==> src/rtl/hazard3_example_soc.sv <==
// Board I/O shell for the Tang Nano 20K example SoC: boot banner on the UART,
// button-driven counter on the LEDs and a MAX7219 display, other peripherals parked idle.
module hazard3_example_soc #(
  parameter int unsigned UART_DIV = 234,
  parameter int unsigned SPI_DIV  = 4
) (
  input  logic        clk,
  input  logic        rst,
  input  logic        tck,
  input  logic        trst_n,
  input  logic        tms,
  input  logic        tdi,
  output logic        tdo,
  input  logic        uart_rx,
  output logic        uart_tx,
  input  logic        w_rxd,
  output logic        w_txd,
  output logic        O_sdram_clk,
  output logic        O_sdram_cke,
  output logic        O_sdram_cs_n,
  output logic        O_sdram_ras_n,
  output logic        O_sdram_cas_n,
  output logic        O_sdram_wen_n,
  output logic [10:0] O_sdram_addr,
  output logic [1:0]  O_sdram_ba,
  output logic [3:0]  O_sdram_dqm,
  inout  wire  [31:0] IO_sdram_dq,
  output logic [5:0]  w_led,
  input  logic        w_btnl,
  input  logic        w_btnr,
  output logic        sdcard_pwr_n,
  output logic        sdclk,
  inout  wire         sdcmd,
  input  logic        sddat0,
  output logic        sddat1,
  output logic        sddat2,
  output logic        sddat3,
  output logic        MAX7219_CLK,
  output logic        MAX7219_DATA,
  output logic        MAX7219_LOAD
);

  localparam int unsigned UDW = $clog2(UART_DIV + 1);
  localparam int unsigned SDW = $clog2(2 * SPI_DIV + 1);

  typedef enum logic [1:0] {U_IDLE, U_START, U_DATA, U_STOP} uart_state_e;
  typedef enum logic [1:0] {S_IDLE, S_LOW, S_HIGH, S_GAP} spi_state_e;

  // Parked peripherals
  assign tdo           = 1'b0;
  assign O_sdram_clk   = 1'b0;
  assign O_sdram_cke   = 1'b0;
  assign O_sdram_cs_n  = 1'b1;
  assign O_sdram_ras_n = 1'b1;
  assign O_sdram_cas_n = 1'b1;
  assign O_sdram_wen_n = 1'b1;
  assign O_sdram_addr  = '0;
  assign O_sdram_ba    = '0;
  assign O_sdram_dqm   = 4'hF;
  assign IO_sdram_dq   = 'z;
  assign sdcard_pwr_n  = 1'b1;
  assign sdclk         = 1'b0;
  assign sdcmd         = 1'bz;
  assign sddat1        = 1'b1;
  assign sddat2        = 1'b1;
  assign sddat3        = 1'b1;

  logic unused_inputs;
  assign unused_inputs = &{1'b0, tck, trst_n, tms, tdi, uart_rx, w_rxd, sddat0};

  // Buttons: [0],[1] synchronizer, [2] previous synchronized level
  logic [2:0] btnl_q, btnr_q;
  logic       btnl_rise, btnr_rise;
  logic [5:0] count_q, count_d;
  logic [5:0] led_q;

  assign btnl_rise = btnl_q[1] & ~btnl_q[2];
  assign btnr_rise = btnr_q[1] & ~btnr_q[2];

  always_comb begin
    count_d = count_q;
    if (btnl_rise) count_d = count_q + 6'd1;
  end

  always_ff @(posedge clk or posedge rst) begin
    if (rst) begin
      btnl_q  <= '0;
      btnr_q  <= '0;
      count_q <= '0;
      led_q   <= 6'h3F;
    end else begin
      btnl_q  <= {btnl_q[1:0], w_btnl};
      btnr_q  <= {btnr_q[1:0], w_btnr};
      count_q <= count_d;
      led_q   <= ~count_d;
    end
  end

  assign w_led = led_q;

  // UART banner transmitter
  uart_state_e    u_state_q, u_state_d;
  logic [UDW-1:0] u_div_q, u_div_d;
  logic [2:0]     u_bit_q, u_bit_d;
  logic [2:0]     u_byte_q, u_byte_d;
  logic           tx_q, tx_d;
  logic           boot_q, boot_d;
  logic           pend_q, pend_d;
  logic           u_consume;
  logic           u_tick;
  logic [7:0]     cur_byte;

  function automatic logic [7:0] banner_byte(input logic [2:0] idx);
    case (idx)
      3'd0:    return 8'h48;
      3'd1:    return 8'h5A;
      3'd2:    return 8'h33;
      3'd3:    return 8'h0D;
      default: return 8'h0A;
    endcase
  endfunction

  assign u_tick   = (u_div_q == UDW'(UART_DIV - 1));
  assign cur_byte = banner_byte(u_byte_q);

  always_comb begin
    u_state_d = u_state_q;
    u_div_d   = u_div_q;
    u_bit_d   = u_bit_q;
    u_byte_d  = u_byte_q;
    tx_d      = tx_q;
    u_consume = 1'b0;
    if (u_state_q != U_IDLE) u_div_d = u_tick ? '0 : u_div_q + UDW'(1);
    unique case (u_state_q)
      U_IDLE: begin
        tx_d = 1'b1;
        if (boot_q | pend_q) begin
          u_consume = 1'b1;
          u_state_d = U_START;
          u_byte_d  = '0;
          u_div_d   = '0;
          tx_d      = 1'b0;
        end
      end
      U_START: begin
        if (u_tick) begin
          u_state_d = U_DATA;
          u_bit_d   = '0;
          tx_d      = cur_byte[0];
        end
      end
      U_DATA: begin
        if (u_tick) begin
          if (u_bit_q == 3'd7) begin
            u_state_d = U_STOP;
            tx_d      = 1'b1;
          end else begin
            u_bit_d = u_bit_q + 3'd1;
            tx_d    = cur_byte[u_bit_q + 3'd1];
          end
        end
      end
      U_STOP: begin
        // A pending resend chains straight into the next start bit
        if (u_tick) begin
          if (u_byte_q != 3'd4) begin
            u_byte_d  = u_byte_q + 3'd1;
            u_state_d = U_START;
            tx_d      = 1'b0;
          end else if (boot_q | pend_q) begin
            u_consume = 1'b1;
            u_byte_d  = '0;
            u_state_d = U_START;
            tx_d      = 1'b0;
          end else begin
            u_state_d = U_IDLE;
            tx_d      = 1'b1;
          end
        end
      end
      default: u_state_d = U_IDLE;
    endcase
  end

  assign pend_d = (pend_q & ~u_consume) | btnr_rise;
  assign boot_d = boot_q & ~u_consume;

  always_ff @(posedge clk or posedge rst) begin
    if (rst) begin
      u_state_q <= U_IDLE;
      u_div_q   <= '0;
      u_bit_q   <= '0;
      u_byte_q  <= '0;
      tx_q      <= 1'b1;
      boot_q    <= 1'b1;
      pend_q    <= 1'b0;
    end else begin
      u_state_q <= u_state_d;
      u_div_q   <= u_div_d;
      u_bit_q   <= u_bit_d;
      u_byte_q  <= u_byte_d;
      tx_q      <= tx_d;
      boot_q    <= boot_d;
      pend_q    <= pend_d;
    end
  end

  assign uart_tx = tx_q;
  assign w_txd   = tx_q;

  // MAX7219 word sequencer: indices 0-4 init, 5-12 digits 1..8
  spi_state_e     s_state_q, s_state_d;
  logic [SDW-1:0] s_cnt_q, s_cnt_d;
  logic [3:0]     s_bit_q, s_bit_d;
  logic [3:0]     s_idx_q, s_idx_d;
  logic [15:0]    s_sh_q, s_sh_d;
  logic           sclk_q, sclk_d;
  logic           sdat_q, sdat_d;
  logic           sload_q, sload_d;
  logic           s_start;
  logic [15:0]    next_word;

  function automatic logic [15:0] disp_word(input logic [3:0] idx, input logic [5:0] cnt);
    logic [3:0] ones;
    logic [3:0] tens;
    ones = 4'(cnt % 6'd10);
    tens = 4'(cnt / 6'd10);
    case (idx)
      4'd0:    return 16'h0F00;
      4'd1:    return 16'h09FF;
      4'd2:    return 16'h0A08;
      4'd3:    return 16'h0B07;
      4'd4:    return 16'h0C01;
      4'd5:    return {8'h01, 4'h0, ones};
      4'd6:    return {8'h02, (cnt < 6'd10) ? 8'h0F : {4'h0, tens}};
      default: return {4'h0, idx - 4'd4, 8'h0F};
    endcase
  endfunction

  assign next_word = disp_word(s_idx_q, count_q);

  always_comb begin
    s_state_d = s_state_q;
    s_cnt_d   = s_cnt_q;
    s_bit_d   = s_bit_q;
    s_idx_d   = s_idx_q;
    s_sh_d    = s_sh_q;
    sclk_d    = sclk_q;
    sdat_d    = sdat_q;
    sload_d   = sload_q;
    s_start   = 1'b0;
    unique case (s_state_q)
      S_IDLE: s_start = 1'b1;
      S_LOW: begin
        if (s_cnt_q == SDW'(SPI_DIV - 1)) begin
          s_cnt_d   = '0;
          sclk_d    = 1'b1;
          s_state_d = S_HIGH;
        end else begin
          s_cnt_d = s_cnt_q + SDW'(1);
        end
      end
      S_HIGH: begin
        if (s_cnt_q == SDW'(SPI_DIV - 1)) begin
          s_cnt_d = '0;
          sclk_d  = 1'b0;
          if (s_bit_q == 4'd15) begin
            sload_d   = 1'b1;
            sdat_d    = 1'b0;
            s_state_d = S_GAP;
          end else begin
            s_bit_d   = s_bit_q + 4'd1;
            s_sh_d    = {s_sh_q[14:0], 1'b0};
            sdat_d    = s_sh_q[14];
            s_state_d = S_LOW;
          end
        end else begin
          s_cnt_d = s_cnt_q + SDW'(1);
        end
      end
      S_GAP: begin
        if (s_cnt_q == SDW'(2 * SPI_DIV - 1)) s_start = 1'b1;
        else                                 s_cnt_d = s_cnt_q + SDW'(1);
      end
      default: s_state_d = S_IDLE;
    endcase
    // Count is sampled here, as the word enters the shift register
    if (s_start) begin
      s_sh_d    = next_word;
      sdat_d    = next_word[15];
      sload_d   = 1'b0;
      sclk_d    = 1'b0;
      s_cnt_d   = '0;
      s_bit_d   = '0;
      s_idx_d   = (s_idx_q == 4'd12) ? 4'd5 : s_idx_q + 4'd1;
      s_state_d = S_LOW;
    end
  end

  always_ff @(posedge clk or posedge rst) begin
    if (rst) begin
      s_state_q <= S_IDLE;
      s_cnt_q   <= '0;
      s_bit_q   <= '0;
      s_idx_q   <= '0;
      s_sh_q    <= '0;
      sclk_q    <= 1'b0;
      sdat_q    <= 1'b0;
      sload_q   <= 1'b1;
    end else begin
      s_state_q <= s_state_d;
      s_cnt_q   <= s_cnt_d;
      s_bit_q   <= s_bit_d;
      s_idx_q   <= s_idx_d;
      s_sh_q    <= s_sh_d;
      sclk_q    <= sclk_d;
      sdat_q    <= sdat_d;
      sload_q   <= sload_d;
    end
  end

  assign MAX7219_CLK  = sclk_q;
  assign MAX7219_DATA = sdat_q;
  assign MAX7219_LOAD = sload_q;

endmodule

==> config.mk <==
export PLATFORM = sky130hd
export DESIGN_NAME = hazard3_example_soc
export DESIGN_NICKNAME = d
export VERILOG_FILES = /design/src/rtl/hazard3_example_soc.sv
export SDC_FILE = /design/constraint.sdc
export NUM_CORES = 1
export LEC_CHECK = 0
export CAP_MARGIN = 30
export CELL_PAD_IN_SITES_DETAIL_PLACEMENT = 0
export CELL_PAD_IN_SITES_GLOBAL_PLACEMENT = 1
export CORE_ASPECT_RATIO = 1.4
export CORE_MARGIN = 2
export CORE_UTILIZATION = 43
export DETAILED_ROUTE_END_ITERATION = 12
export PLACE_DENSITY = 0.85
export SYNTH_ARGS = -nofsm -noshare
export SYNTH_HDL_FRONTEND = slang
export SYNTH_SLANG_ARGS = --single-unit
export TNS_END_PERCENT = 20
==> constraint.sdc <==
create_clock -name clk -period 7.1 [get_ports clk]
set_clock_uncertainty 0.1 [all_clocks]
set_input_delay 1.42 -clock clk [delete_from_list [all_inputs] [get_ports clk]]
set_output_delay 1.42 -clock clk [all_outputs]
set_load 0.1 [all_outputs]
# == After elaboration in Yosys (flattened, before gate mapping) ==
# Index checks and enable logic that the tools add are counted.
# totals
latch_bits,0
reg_bits,69
input_bits,11
romBits,0
n_memories,0
ramBits,0
# classes
bitwise,10
magnitude_cmp,2
n_div,2
n_reduce_logical,22
eq_ne,32
n_addsub,8
mux,69
shift,0
multipliers,0
# op_table
operator,count
12-bit case mux with 7 select lines,1
15-bit two-way mux,4
4-bit two-way mux,9
8-bit two-way mux,4
7-bit case mux with 4 select lines,1
1-bit two-way mux,24
2-bit two-way mux,9
3-bit two-way mux,6
"4-bit by 3-bit == test with 1-bit output, second input constant",4
"2-bit != test, second input constant",7
"4-bit by 1-bit adder with 4-bit output, second input constant",3
"4-bit by 2-bit == test with 1-bit output, second input constant",3
"3-bit != test, second input constant",4
3-bit case mux with 2 select lines,2
3-bit AND reduction,4
2-bit nonzero test,6
"8-bit by 1-bit adder with 8-bit output, second input constant",1
"2-bit == test, second input constant",4
"4-bit == test, second input constant",2
"8-bit == test, second input constant",1
2-bit case mux with 4 select lines,1
4-bit case mux with 2 select lines,1
"3-bit by 1-bit adder with 3-bit output, second input constant",2
"6-bit by 1-bit adder with 6-bit output, second input constant",1
27 further kinds,41

# == Logic depth before layout (Yosys ltp) ==
# depth
ltp_word,8
depth_mapped,8
depth_no_buf,7

# == Worst setup path after synthesis ==
# No wires, ideal clock.
# synth_timing
path_type,register -> output
from,register tx_q (netlist: uart_tx)
to,output w_txd
t_arrival_ns,1.226
path_slack_ns,4.354
required_time_ns,5.580
path_stages_with_launch,2
path_cell_list,dfstp_2 > buf_4
# synth_lines
item,line_no,rtl
"start, declared",106,"logic tx_q, tx_d;"
"start signal, assigned",202,tx_q <= tx_d;
"end, declared",17,"output logic w_txd,"
# No word-level cell between the ends.

# == Final worst setup path ==
# layout_timing
from,register tx_q (netlist: uart_tx)
to,output w_txd
# No word-level cell between the ends.

==> results by group <==
Die
  – IO Count: between 80 and 90
  – Die Width: 89.7 µm
  – Core box area: roughly 0.010 mm²
  – Initial Utilization: between 40% and 50%
  – Die Y: roughly 120 µm
  – Die area: around 0.011 mm²
  – Row count: 43

Logic synthesis
  – Synthesized flop and latch total: 69
  – Mean Syn Cell Area: 9.13 µm²
  – Count leader, synth: buf_4
  – Synth unique cells: 66
  – Ys Warns: 0
  – Post-Synthesis Cells: between 400 and 500
  – Top cells by count, synth: 64 x buf_4, 60 x dfrtp_1, 36 x o21ai_0
  – Sequential fraction of the synthesis area: between 30% and 40%
  – Top cell type's share of synthesized area: between 30% and 40%
  – Synthesized area: approximately 0.0044 mm²
  – Yosys top cell by area: dfrtp_1
  – Asr flop ratio synth: between 90% and 100%
  – Area contributors post-synth: dfrtp_1 34%, buf_4 11%, ha_1 8.2%
  – Ys flop type: dfrtp_1
  – Post-synth EDFFs: 0

Setup path
  – Critical path buffers and inverters: 1
  – CP endpoint kind: output port
  – Reg2reg setup slack: 4.70 ns
  – Critical path fanouts, max: 3
  – Worst Setup Start Kind: flop
  – Crit path max-delay cell type: clkdlybuf4s50_1
  – Worst stage delay on the critical path: ~1.1 ns
  – Crit path max-delay family: buffers and inverters
  – Data required time at the worst endpoint: about 5.6 ns
  – CP Cell Sequence: clkdlybuf4s50_1
  – Worst Path Arrival: around 2.0 ns
  – Setup CP Type: reg2out

Timing
  – Final hold violations: 0
  – Slew @ Worst Pin: just under 1 ns
  – Slew headroom: 34.6%
  – Number of max-slew violations in the final report: 0
  – Fmax: around 290 MHz
  – Hold_ws: between 0.2 and 0.25 ns
  – Period Utilization, post-route: between 40% and 50%
  – RSZ-0062 raised after global routing: false
  – Fin crit period: 3.51 ns
  – Setup TNS: 0 ns
  – Final setup fails: 0

Power
  – Leakage: around 2.1 nW
  – Sequential Power Share: a little over a third
  – Peak supply drop: 0.205 mV
  – Comb pwr share: a little under two fifths
  – Int Power: a little over 0.0008 W
  – Clock power share: 26.6%
  – P_sw: roughly 0.00063 W
  – Areal power density over the cells: between 300 and 400 mW/mm²
  – Sw frac: 43.1%

Clock tree
  – Root Driver: clkbuf_16
  – CTS clk-pin slew, worst paths: ~0.050 ns
  – Clock insertion delay at the later pin of the skew report: between 0.3 and 0.4 ns
  – CTS Sinks: 69
  – CTS Buf Count: 9
  – CTS resizes: 0
  – CTS tree: yes
  – H-tree depth: 3
  – CTS Hold Bufs: 0
  – Clock buffer depth: 2
  – Postcts setup bufs: 0

Placement
  – Placed Area: between 0.004 and 0.005 mm²
  – HPWL after detailed placement: 5480 µm
  – PortBufs: 14
  – Placer Congestion: about 0.8

Detailed routing
  – Routed vias/inst: ~5
  – Routed wire length: just under 8000 µm
  – Residual DRC: 0
  – Detailed Route Iter0 Violations: 219
  – DR pass1 iterations: 4
  – DR vias: between 3000 and 4000
  – Post-route ant nets: 0
  – Avg WL per Cell: approximately 12 µm

Outcome
  – Outcome: finished clean

Final layout
  – Post-layout instance area: around 0.0047 mm²
  – Multi-input gate area: 0.00224 mm²
  – Filler cell count in the final layout: 919
  – Nets@finish: approximately 530
  – Final antenna diode count: 0
  – Synth-to-Final Area Change: 5.35%
  – Layout cells sized above 1: roughly 6.5%
  – Seq. cell area: between 0.0015 and 0.002 mm²

Global routing
  – Number of global-route vias before repair: 3043
  – Initial antenna violation count: 0
  – GRT Total Usage: between 10 and 15%
  – First-pass GRT wire length: 13300 µm
  – Largest net degree at the start of global routing: 70
  – GR Overflow Total: 0

Worst hold path
  – Hold crit path type: reg2reg

Run
  – Max Cap Viol: 0
[path summary, 6_finish.rpt]
kind	start	endpoint	cells after the start
setup / recovery	uart_tx	w_txd	1
max in group asynchronous	rst	MAX7219_DATA	3
hold / removal	btnl_q[0]	btnl_q[1]	0
min in group asynchronous	rst	u_div_q[5]	3
setup reg to reg	s_state_q[0]	s_sh_q[0]	7
hold reg to reg	btnl_q[0]	btnl_q[1]	0
[cells in the final DEF (no fill, tap or decap), types with 5 or more instances in the layout]
cell / n
clkbuf_1: 5
nor2_1: 33
clkdlybuf4s50_1: 14
nand3_1: 15
mux2i_1: 5
conb_1: 62
inv_1: 26
o21ai_1: 9
ha_1: 29
xnor2_1: 6
nand2_1: 35
nand2b_1: 6
o21ai_0: 36
a21oi_1: 31
xor2_1: 5
nor2b_1: 8
dfstp_2: 9
clkbuf_16: 9
dfrtp_1: 60
nor3_1: 7
[metrics by stage]
stage	utilization, %	setup slack [ns]	cells	power (W)
5_1_grt	46.8	3.55	631	0.00153
3_3_place_gp	44.2	3.93	615	0.00107
4_1_cts	46.8	3.58	631	0.00147
2_1_floorplan	-	3.86	544	0.00103
6_report	46.8	3.59	631	0.00146
3_5_place_dp	44.2	3.93	615	0.00108
[per-layer routing]
layer | wire, µm | GRT usage, % | up-vias
li1 | - | - | 1576
met4 | 145 | 6.90 | 0
met2 | 3950 | 25.3 | 77
met5 | 0 | 0 | -
met1 | 3340 | 18.0 | 1522
met3 | 267 | 2.45 | 12
[logic make-up (layout without fill, tap and decap cells)]
group                      count (synthesis)  count (layout)  share of synthesized area (%)
and+or+nand+nor                          132             132                           15.1
AOI/OAI and AO/OA                        127             127                           18.2
buffers and inverters                    107              59                           15.1
DFF                                       69              69                           39.3
adders and majority gates                 29              29                           8.22
xor gates and xnor gates                  11              11                           2.18
muxes                                      7               7                           1.64
other                                      2              62                          0.170
[flip-flops by register name, indices dropped and copies added, names as in the netlist, 4 cells and up]
register and flops:
s_sh_q 15, u_div_q 8, count_q 6, w_led 6, s_bit_q 4, s_cnt_q 4, s_idx_q 4
[power by group through the flow]
stage	registers, W	logic, W	clock network (W)
detailed placement	0.000528	0.000551	0
floorplan	0.000602	0.000427	0
global placement	0.000527	0.000544	0
CTS	0.000522	0.000553	0.000396
global route	0.000533	0.000590	0.000409
finish	0.000522	0.000549	0.000388
[area by class of cell]
| cell class | instances | share of cell area, % |
|---|---|---|
| Tap cell | 135 | 3.63 |
| Timing Repair Buffer | 16 | 3.33 |
| Clock inverter | 2 | 0.215 |
| Clock buffer | 14 | 5.24 |
| Sequential cell | 69 | 37.3 |
| Multi-Input combinational cell | 368 | 48.1 |
| Inverter | 27 | 2.18 |
(Power assumes the default switching activity.)
